$ cat config.mk
export PLATFORM = sky130hd
export DESIGN_NAME = mem_port_arbiter
export DESIGN_NICKNAME = d
export VERILOG_FILES = /design/src/rtl/mem_arb_pkg.sv /design/src/rtl/rr_arb2.sv /design/src/rtl/mem_port_arbiter.sv
export SDC_FILE = /design/constraint.sdc
export NUM_CORES = 1
export LEC_CHECK = 0
export CORE_ASPECT_RATIO = 1.25
export CORE_MARGIN = 1.5
export CORE_UTILIZATION = 35
export CTS_CLUSTER_SIZE = 14
export DETAILED_ROUTE_END_ITERATION = 8
export GPL_TIMING_DRIVEN = 1
export PLACE_DENSITY = 0.8
export SYNTH_ARGS = -nofsm -noshare
export SYNTH_HDL_FRONTEND = slang
export SYNTH_SLANG_ARGS = --single-unit
$ cat constraint.sdc
create_clock -name clk -period 1.9 [get_ports clk]
set_input_delay 0.285 -clock clk [delete_from_list [all_inputs] [get_ports clk]]
set_output_delay 0.285 -clock clk [all_outputs]
set_load 0.01 [all_outputs]
$ cat src/rtl/mem_arb_pkg.sv
// Shared definitions for the instruction/data memory port arbiter.
// Port-select encodings, priority-mode encodings and the response-pipeline record.
package mem_arb_pkg;

  typedef enum logic {
    PORT_I = 1'b0,
    PORT_D = 1'b1
  } port_e;

  localparam int PRIO_RR     = 0;
  localparam int PRIO_DFIRST = 1;

  typedef struct packed {
    logic  valid;
    port_e port;
    logic  oor;
  } rsp_t;

endpackage

$ cat src/rtl/rr_arb2.sv
// Two-input arbiter: a sole requester wins outright; ties go to D in fixed-priority
// mode, otherwise to whichever port did not win last.
module rr_arb2
  import mem_arb_pkg::*;
(
  input  logic [1:0] req,
  input  logic       last,
  input  logic       mode,
  output logic [1:0] gnt
);

  always_comb begin
    // NOTE: give every output of a combinational block a default first so that no
    // path leaves it unassigned, which would infer a latch.
    gnt = 2'b00;
    if (req[PORT_I] && req[PORT_D]) begin
      if (mode || (last == PORT_I)) begin
        gnt[PORT_D] = 1'b1;
      end else begin
        gnt[PORT_I] = 1'b1;
      end
    end else begin
      gnt = req;
    end
  end

endmodule

$ cat src/rtl/mem_port_arbiter.sv
// Shares one synchronous-read word memory between the fetch (I) and load/store (D) ports:
// one combinational grant per cycle, read data returned to the winner one cycle later.
module mem_port_arbiter
  import mem_arb_pkg::*;
#(
  parameter int ADDR_W    = 10,
  parameter int DEPTH     = 1024,
  parameter int DATA_W    = 32,
  parameter int PRIO_MODE = PRIO_RR
) (
  input  logic              clk,
  input  logic              rst_n,
  input  logic              i_req,
  input  logic [ADDR_W-1:0] i_addr,
  output logic              i_gnt,
  output logic              i_rvalid,
  output logic [DATA_W-1:0] i_rdata,
  input  logic              d_req,
  input  logic              d_we,
  input  logic [ADDR_W-1:0] d_addr,
  input  logic [DATA_W-1:0] d_wdata,
  output logic              d_gnt,
  output logic              d_rvalid,
  output logic [DATA_W-1:0] d_rdata,
  output logic              err,
  output logic              mem_en,
  output logic              mem_we,
  output logic [ADDR_W-1:0] mem_addr,
  output logic [DATA_W-1:0] mem_wdata,
  input  logic [DATA_W-1:0] mem_rdata
);

  localparam logic              MODE_DFIRST = (PRIO_MODE == PRIO_DFIRST);
  localparam logic [ADDR_W:0]   DEPTH_LIM   = (ADDR_W + 1)'(DEPTH);

  logic [1:0]        req;
  logic [1:0]        gnt;
  logic              any_gnt;
  logic              in_range;
  logic [ADDR_W-1:0] sel_addr;
  port_e             win_port;
  port_e             last_winner;
  rsp_t              rsp_d;
  rsp_t              rsp_q;
  logic              err_q;
  logic [DATA_W-1:0] rsp_data;
  logic [DATA_W-1:0] i_hold_q;
  logic [DATA_W-1:0] d_hold_q;

  // Requests are masked while reset is held so every output, including the grants, reads 0.
  assign req[PORT_I] = i_req & rst_n;
  assign req[PORT_D] = d_req & rst_n;

  rr_arb2 u_arb (
    .req  (req),
    .last (last_winner),
    .mode (MODE_DFIRST),
    .gnt  (gnt)
  );

  assign i_gnt    = gnt[PORT_I];
  assign d_gnt    = gnt[PORT_D];
  assign any_gnt  = |gnt;
  assign win_port = gnt[PORT_D] ? PORT_D : PORT_I;

  always_comb begin
    sel_addr  = (win_port == PORT_D) ? d_addr : i_addr;
    in_range  = ({1'b0, sel_addr} < DEPTH_LIM);
    mem_en    = any_gnt && in_range;
    mem_we    = mem_en && (win_port == PORT_D) && d_we;
    mem_addr  = any_gnt ? sel_addr : '0;
    mem_wdata = gnt[PORT_D] ? d_wdata : '0;
  end

  // Out-of-range reads still get a response slot so the requester is never left waiting.
  always_comb begin
    rsp_d       = '0;
    rsp_d.valid = any_gnt && !((win_port == PORT_D) && d_we);
    rsp_d.port  = win_port;
    rsp_d.oor   = !in_range;
  end

  assign rsp_data = rsp_q.oor ? '0 : mem_rdata;
  assign i_rvalid = rsp_q.valid && (rsp_q.port == PORT_I);
  assign d_rvalid = rsp_q.valid && (rsp_q.port == PORT_D);
  assign i_rdata  = i_rvalid ? rsp_data : i_hold_q;
  assign d_rdata  = d_rvalid ? rsp_data : d_hold_q;
  assign err      = err_q;

  always_ff @(posedge clk or negedge rst_n) begin
    if (!rst_n) begin
      last_winner <= PORT_D;
      rsp_q       <= '0;
      err_q       <= 1'b0;
      i_hold_q    <= '0;
      d_hold_q    <= '0;
    end else begin
      // NOTE: state registers use non-blocking assignment so every flop samples
      // the pre-edge values, independent of statement order.
      if (any_gnt) begin
        last_winner <= win_port;
      end
      rsp_q <= rsp_d;
      err_q <= any_gnt && !in_range;
      if (i_rvalid) begin
        i_hold_q <= rsp_data;
      end
      if (d_rvalid) begin
        d_hold_q <= rsp_data;
      end
    end
  end

endmodule

# Yosys cells after proc, flatten, opt, wreduce, memory -nomap -nowiden
# Cells that the tools add are included.
[word_totals] reg_bits=67
[op_classes] n_bitwise=3 mux=9 reduce_logical=9
[ops] cell="$mux 32" count=3
[ops] cell="$mux 10" count=2
[ops] cell="$logic_and 1x1->1" count=7
[ops] cell="$mux 1" count=3
[ops] cell="$and 1x1->1" count=2
[ops] cell="$mux 2" count=1
[ops] cell="$reduce_or 2->1" count=1
[ops] cell="$logic_not 1->1" count=1
[ops] cell="$not 1->1" count=1

# Longest topological paths before layout
# Gate-level depths: netlist of run 1.
[depth] ltp_word=7 depth_mapped=5 ltp_nobuf=3

# Hierarchy
# Synthesis of run 1 repeated with hierarchy kept, for this count alone.
[hier_totals] cells_unflattened=205 hier_area_um2=3042.9
[modules_own_cells] mod="mem_port_arbiter" cells_each=201 area_each_um2=3012.9 n_inst=1
[modules_own_cells] mod="rr_arb2" cells_each=4 area_each_um2=30.0 n_inst=1

# Worst setup path after synthesis of run 1
# No wires, ideal clock.
[synth_timing] path_type="flip-flop to output port" from="register last_winner" to="output mem_wdata[22]" setup_slack_ns=0.420 required_time_ns=1.615 arrival_ns=1.195 stages_incl_launch_ff=6 cell_sequence="dfstp_2 -> nand2_1 -> and3_1 -> buf_2 -> buf_6 -> and2_1"
[synth_via] elab_chain_len=3
[synth_lines] element="start, declared" line_no="mem_port_arbiter.sv:42" text="port_e last_winner;"
[synth_lines] element="start signal, assigned" line_no="mem_port_arbiter.sv:101" text="last_winner <= win_port;"
[synth_lines] element="$mux 1" line_no="rr_arb2.sv:17" text="if (mode || (last == PORT_I)) begin"
[synth_lines] element="$mux 2" line_no="rr_arb2.sv:16" text="if (req[PORT_I] && req[PORT_D]) begin"
[synth_lines] element="via d_gnt" line_no="mem_port_arbiter.sv:22" text="output logic d_gnt,"
[synth_lines] element="$mux 32" line_no="mem_port_arbiter.sv:72" text="mem_wdata = gnt[PORT_D] ? d_wdata : '0;"
[synth_lines] element="end, declared" line_no="mem_port_arbiter.sv:29" text="output logic [DATA_W-1:0] mem_wdata,"
# The timed path passes the listed nets, and every way through them passes these cells.

# Worst setup path after layout of run 1
[layout_timing] from="register rsp_q[2] (netlist bit)" to="output d_rdata[15]"
[layout_via] elab_chain_len=2
[layout_lines] element="start, declared" line_no="mem_port_arbiter.sv:44" text="rsp_t rsp_q;"
[layout_lines] element="start signal, assigned" line_no="mem_port_arbiter.sv:103" text="rsp_q <= rsp_d;"
[layout_lines] element="$logic_and 1x1->1" line_no="mem_port_arbiter.sv:85" text="assign d_rvalid = rsp_q.valid && (rsp_q.port == PORT_D);"
[layout_lines] element="$mux 32" line_no="mem_port_arbiter.sv:87" text="assign d_rdata = d_rvalid ? rsp_data : d_hold_q;"
[layout_lines] element="end, declared" line_no="mem_port_arbiter.sv:24" text="output logic [DATA_W-1:0] d_rdata,"
# No other way between the ends.

==> impl_results.md, run 1 <==
- Leading area contributor after synthesis: dfrtp_1
- Peak per-stage delay on the critical path: 0.42 ns
- Yosys cell types: 19
- CP Max Fanout: 6
- Slew HR: 0.4333
- Layout cells sized above 1: 0.5043
- Outcome: finished, violations left
- Post-DP HPWL: 6.459 mm
- Largest net degree at the start of global routing: 68
- Inserted Clock Buffers: 9
- Number of max-cap violations: 0
- Clk slew on worst S/H paths: 0.08 ns
- R2R Path Start: rsp_q[1]
- Power Dens Cells: 963.2 nW/µm²
- Area Growth Syn to Fin: 94.72%
- Count leader, synth: dfrtp_1
- Reg2Reg Depth: 4
- WL final: 10.32 mm
- Critical Path AT: 1.64 ns
- Number of flops mapped to enable cells by yosys: 0
- Avg Inst Size Synth: 12.94 µm²
- XOR/XNOR Fraction of Synth Area: 0
- Initial antenna violation count: 0
- Slowest CP cell: dfrtp_2
- Critical path type: reg2out
- Synth warn: 0
- Detail-routed net length per standard cell: 18.40 µm
- Post-Synth Adder-Cell Area: 0
- Drt pass-1 iters: 6
- Hold Buf Count CTS: 0
- Routed Antenna Nets: 0
- Rows: 37
- Diode count: 0
- Number of I/O port buffers: 200
- Ys async rst share: 1.000
- Failing checks: design-rule violations, negative setup slack
- Final net count: 548
- Register area share after synthesis: 0.5714
- FF-to-FF End: i_hold_q[6]
- Startpoint Class: flop
- Routed vias: 2685
- P_leak: 2.892 nW
- Final period util: 1.014
- Area contributors post-synth: dfrtp_1, mux2_2, and2_1
- Clock Skew: 0.01462 ns
- Top cells by count, synth: dfrtp_1, mux2_2, and2_1
- Die H: 105.4 µm
- DRC Markers: 8
- Crit-path cells: nand2_4 > buf_12 > buf_16 > buf_6 > mux2_4 > buf_6
- Synth Instances: 227
- Post-Synth Simple-Gate Area: 0.1099
- Largest family of logic cells by synthesized area: multiplexers
- Final TNS setup: -0.1950 ns
- Avg Vias per Cell: 4.786
- Clk_lat worst skew: 0.34 ns
- Syn Std Cell Area: 2937 µm²
- Compound-Gate Fraction of Synth Area: 0.02855
- Final Util: 0.6978
- Initial core utilization: 0.3584
- CP dominant cell by count: buf_6
- Total gr overflow: 0
- GRT Resource Usage Total: 0.2173
- Clock tree root driver cell: clkbuf_8
- PnR worst setup slack: -0.02720 ns
- Final hold viol count: 0
- Critical Path End Type: output pin
- Unrepaired setup endpoints after global routing: true
- Slew @ Worst Pin: 0.8501 ns
- Peak VDD IR: 0.0007834 V
- Top-area cell type share of the netlist area: 0.5624
- Critical Path RT: 1.62 ns
- Die area: 8952 µm²
- CTS sink count: 67
- First-pass GRT wire length: 15.14 mm
- IO Count: 202
- Core ar.: 8194 µm²
- H-tree depth: 3
- Synth Flop Type: dfrtp_1
- Initial DRC Count: 108
- Hold_ws: 0.2513 ns
- Vias in the first global route: 2862
- R2r setup slk: 0.51 ns
- Setup violators final: 20
- Clock Tree Buf Depth: 2
- Mapped Nets: 316
- RePlAce Congestion: 0.8016
- Worst setup startpoint: rsp_q[2]
- Pins over their slew limit: 0
- Hold Path Class: in2async
- Highest clock rate: 0.5189 GHz
- Post-synthesis mux area share: 0.2454
- CTS tree: yes
- Synthesized flop and latch total: 67
- Post-route minimum period: 1.927 ns
- Die width: 84.93 µm
flip-flops by register name, indices dropped and copies added (netlist names):
signal	cells
i_hold_q	32
rsp_q	2
last_winner	1
d_hold_q	32
layout make-up:
cell class | instances | area [µm²]
multi-input combinational | 147 | 1460
tap | 97 | 121.4
clock inverter | 7 | 82.58
fill | 567 | 2476
timing repair buffer | 230 | 2236
sequential | 67 | 1679
clock buffer | 9 | 123.9
inverter | 4 | 15.01
placed cells by master (no fill, tap or decap), drive strengths merged, types with 2 or more instances in the layout:
master         Yosys  final
dfrtp             66     66
clkbuf             2     32
mux2              64     64
clkdlybuf4s50      0     86
nor2               3      3
buf               13    115
nand2b             2      2
and3               1      7
and2              33     33
a21oi              2      2
nand2             23     23
inv                4      8
clkinvlp           0      2
o22ai             10     10
dlygate4sd2        0      5
worst max-delay path, delay by kind of cell, from the launching register on:
kind	cells	cell delay, ns
buf+inv	4	0.51
flops	1	0.42
mux	1	0.30
simple gates	1	0.08
worst max-delay path by stage:
stage / end / cells after the start / slack [ns]
floorplan: mem_wdata[22] / 5 / 0.42
global placement: mem_wdata[5] / 6 / -0.26
detailed placement: mem_wdata[16] / 6 / -0.29
CTS: i_rdata[26] / 4 / -0.14
global route: d_rdata[15] / 6 / -0.09
finish: d_rdata[15] / 6 / -0.03
power by group:
part           switching [mW]  internal (mW)
clock network           0.611          0.629
registers               0.129           1.80
logic                   0.889           1.45
through the flow:
| stage | area, µm² | setup WS, ns | std cells | power, mW |
|---|---|---|---|---|
| 3_3_place_gp | 5092 | -0.2622 | 520 | 3.824 |
| 5_1_grt | 5718 | -0.08886 | 561 | 5.780 |
| 3_5_place_dp | 5092 | -0.2887 | 520 | 3.877 |
| 4_1_cts | 5454 | -0.1366 | 553 | 5.120 |
| 2_1_floorplan | 2937 | 0.4202 | 227 | 2.682 |
| 6_report | 5718 | -0.02720 | 561 | 5.507 |
metal layers:
metal	global-route usage	routed length, µm	part of all wire	up-vias
li1	-	-	-	1247
met3	0.06343	688	0.067	16
met2	0.3709	5385	0.52	121
met5	0	0	0	-
met1	0.2646	4062	0.39	1301
met4	0.06557	186	0.018	0
cells by family after synthesis:
kind of cell | Yosys count
AO/OA/AOI/OAI | 14
AND/OR/NAND/NOR | 62
flip-flops | 67
buffers and inverters | 19
multiplexers | 64
other | 1
timing repair:
| action | in CTS | in global routing |
|---|---|---|
| resized for setup | 446 | 119 |
| pin swaps | 2 | 1 |
| setup endpoints to repair | 112 | 92 |
| cloned | 9 | 4 |
| setup buffers | 9 | 6 |
Power figures use the tool's default switching activity.
==> inputs of run 2 (changes only) <==
--- a/config.mk
+++ b/config.mk
@@ -5,13 +5,14 @@
 export SDC_FILE = /design/constraint.sdc
 export NUM_CORES = 1
 export LEC_CHECK = 0
+export ABC_AREA = 1
 export CORE_ASPECT_RATIO = 1.25
 export CORE_MARGIN = 1.5
-export CORE_UTILIZATION = 35
+export CORE_UTILIZATION = 37
 export CTS_CLUSTER_SIZE = 14
 export DETAILED_ROUTE_END_ITERATION = 8
 export GPL_TIMING_DRIVEN = 1
-export PLACE_DENSITY = 0.8
+export PLACE_DENSITY = 0.82
 export SYNTH_ARGS = -nofsm -noshare
 export SYNTH_HDL_FRONTEND = slang
 export SYNTH_SLANG_ARGS = --single-unit
==> impl_results.md, run 2 <==
- Outcome: finished, violations left
- Failing checks: design-rule violations
- Final net count: 711 (+30%)
- Clock tree root driver cell: clkbuf_8
- Final Util: 0.6954 (-0.002443)
- Slowest CP cell: dfrtp_1
- Number of flops mapped to enable cells by yosys: 0 (unchanged)
- Initial DRC Count: 123 (+14%)
- Area Growth Syn to Fin: 82.31%
- Number of I/O port buffers: 200 (unchanged)
- Register area share after synthesis: 0.5368 (-0.03454)
- Slew HR: 0.4549 (+0.02166)
- Clk slew on worst S/H paths: 0.06 ns (-0.02 ns)
- CP Max Fanout: 27 (+21)
- Net Sw Power: 1.469 mW (-9.8%)
- Sequential power share: 0.386 (+0.036)
- Hold Buf Count CTS: 0 (unchanged)
- Core ar.: 8194 µm² (unchanged)
- Crit-path cells: or2_4 > buf_12 > o21ai_1 > clkdlybuf4s15_2
- Hold_ws: 0.2509 ns (-0.0004820 ns)
- P_leak: 3.058 nW (+5.7%)
- Critical Path AT: 1.61 ns (-0.03 ns)
- Diode count: 0 (unchanged)
- Routed Antenna Nets: 0 (unchanged)
- Crit path depth: 4 (-2)
- Initial core utilization: 0.3814 (+0.02306)
- CTS tree: yes
- Post-DP Area: 5466 µm² (+7.3%)
- Fillers: 641 (+13%)
- Area contributors post-synth: dfrtp_1, inv_1, nand2_1
- First-pass GRT wire length: 16.13 mm (+6.5%)
- Drt pass-1 iters: 6 (unchanged)
- Number of max-cap violations: 0 (unchanged)
- Reg2Reg Depth: 6 (+2)
- Detail-routed net length per standard cell: 14.59 µm (-21%)
- Synthesized flop and latch total: 67 (unchanged)
- Post-DP HPWL: 7.112 mm (+10%)
- DRC Markers: 10 (+2)
- Comb pwr share: 0.379 (-0.046)
- Synth Instances: 384 (+69%)
- Overall Power: 4.725 mW (-14%)
- Leading area contributor after synthesis: dfrtp_1
- Avg Vias per Cell: 4.729 (-1.2%)
- Inserted Clock Buffers: 9 (unchanged)
- Critical Path End Type: output pin
- Rows: 37 (unchanged)
- Hold Path Class: in2async
- Clock Tree Buf Depth: 2 (unchanged)
- Die width: 85.21 µm (+0.33%)
- Avg Inst Size Synth: 8.139 µm² (-37%)
- Power Dens Cells: 829.2 nW/µm² (-14%)
- GRT Resource Usage Total: 0.2258 (+0.008457)
- Layout Cells excl Fill: 722 (+29%)
- Synth Flop Type: dfrtp_1
- Die area: 9011 µm² (+0.66%)
- Critical path type: reg2out
- Placed cells: 697 (+34%)
- RePlAce Congestion: 0.7912 (-1.3%)
- Pins over their slew limit: 0 (unchanged)
- WL final: 10.53 mm (+2.0%)
- Critical Path RT: 1.62 ns (about the same)
- Cell family with most CP delay: buffers and inverters
- IO Count: 202 (unchanged)
- Final hold viol count: 0 (unchanged)
- Clk pwr share: 0.235 (+0.010)
- P_int: 3.255 mW (-16%)
- Top-area cell type share of the netlist area: 0.5284 (-0.03400)
- Total gr overflow: 0 (unchanged)
- Highest clock rate: 0.5290 GHz (+1.9%)
- Design area: 5698 µm² (-0.35%)
- Count leader, synth: inv_1
- R2r setup slk: 0.63 ns (+0.12 ns)
- Routed vias: 3414 (+27%)
- Switching Fraction: 0.3109 (+0.01509)
- Yosys cell types: 16 (-3)
- Most frequent cells in the layout: clkdlybuf4s50_1, inv_1, nand2_1
- Startpoint Class: flop
- Clock Skew: 0.002766 ns (-0.01185 ns)
- Mapped Nets: 473 (+50%)
- Die H: 105.8 µm (+0.33%)
- FF-to-FF End: rsp_q[2]
- Layout cells sized above 1: 0.3072 (-0.1971)
- Peak per-stage delay on the critical path: 0.38 ns (-0.04 ns)
- Peak VDD IR: 0.0003671 V (-53%)
- Vias in the first global route: 3478 (+22%)
- Initial antenna violation count: 0 (unchanged)
- Most common cell after layout, fill and taps aside: clkdlybuf4s50_1
- H-tree depth: 3 (unchanged)
- Crit path buf inv count: 2 (-2)
- Synth warn: 0 (unchanged)
- Largest net degree at the start of global routing: 68 (unchanged)
- Final period util: 0.9950 (-0.01931)
- Regs by FF count: d_hold_q: 32 flops, i_hold_q: 32 flops, rsp_q: 2 flops
- Ys async rst share: 1.000 (unchanged)
- Unrepaired setup endpoints after global routing: true
- CTS sink count: 67 (unchanged)
- Slew @ Worst Pin: 0.8176 ns (-0.03250 ns)
- Clk_lat worst skew: 0.33 ns (about the same)
- Setup violators final: 0 (-100%)
- Top cells by count, synth: inv_1, nand2_1, dfrtp_1
- Syn Std Cell Area: 3125 µm² (+6.4%)
- Post-route minimum period: 1.891 ns (-0.03668 ns)
- R2R Path Start: last_winner
## run 2: cell count changes in the layout (fill, tap and decap cells not counted), sizes merged, moves of 25 or more
cell           previous run  this run
inv                       8        82
o21ai                     1        65
clkdlybuf4s15             1        44
mux2                     64         0
nor2                      3        44
nand2                    23        80
buf                     115        90
and2                     33         0
## run 2: logic make-up after synthesis
group,count (synthesis),share of synthesized area
DFF,67,0.5368
and+or+nand+nor,135,0.1669
AOI/OAI and AO/OA,76,0.1493
buffers and inverters,105,0.1457
other,1,0.001200
## run 2: per-layer routing
metal	vias to the layer above	track usage	routed length [µm]
met3	17	0.07204	812
met2	153	0.4093	5802
li1	1632	-	-
met5	-	0	0
met4	0	0.07728	141
met1	1612	0.2442	3776
## run 2: timing repair
item	CTS	global route
gates resized for setup	317	102
endpoints found under the setup margin	112	91
pin swaps	1	0
cloned	4	6
buffers inserted	0	1
## run 2: metrics by stage
step / setup slack [ns] / setup TNS [ns]
global placement: -0.3277 / -12.95
CTS: -0.03960 / -0.1011
global route: -0.07749 / -0.7184
detailed placement: -0.3581 / -14.05
floorplan: 0.5496 / 0
finish: 0.009479 / 0
## run 2: worst register-to-register path: cells and delay by family, from the launching register on
family | cells | cell delay, ns
AND/OR/NAND/NOR | 4 | 0.34
buffers and inverters | 2 | 0.30
flip-flops | 1 | 0.56
## run 2: how the worst max path moves through the flow
stage                           start           to  slack, ns
after floorplan           last_winner  mem_addr[1]       0.55
after global placement          d_req       mem_we      -0.33
after detailed placement        d_req       mem_we      -0.36
after CTS                    rsp_q[1]   i_rdata[9]      -0.04
after global routing         rsp_q[1]  i_rdata[23]      -0.08
final                        rsp_q[1]  i_rdata[30]      0.009
## run 2: final cells by class
type	count	area [µm²]	share of cell area
Multi-Input combinational cell	212	1096	0.1924
Clock buffer	11	141.4	0.02481
Inverter	82	307.8	0.05402
Clock inverter	3	40.04	0.007027
Tap cell	97	121.4	0.02130
Sequential cell	67	1678	0.2945
Timing Repair Buffer	250	2313	0.4060
## run 2: power groups by stage
stage | Sequential (mW) | Clock, mW | Combinational [mW]
finish | 1.82 | 1.11 | 1.79
global route | 1.85 | 1.21 | 1.94
CTS | 1.82 | 1.15 | 1.82
detailed placement | 1.85 | 0 | 1.93
global placement | 1.83 | 0 | 1.88
floorplan | 1.82 | 0 | 0.720
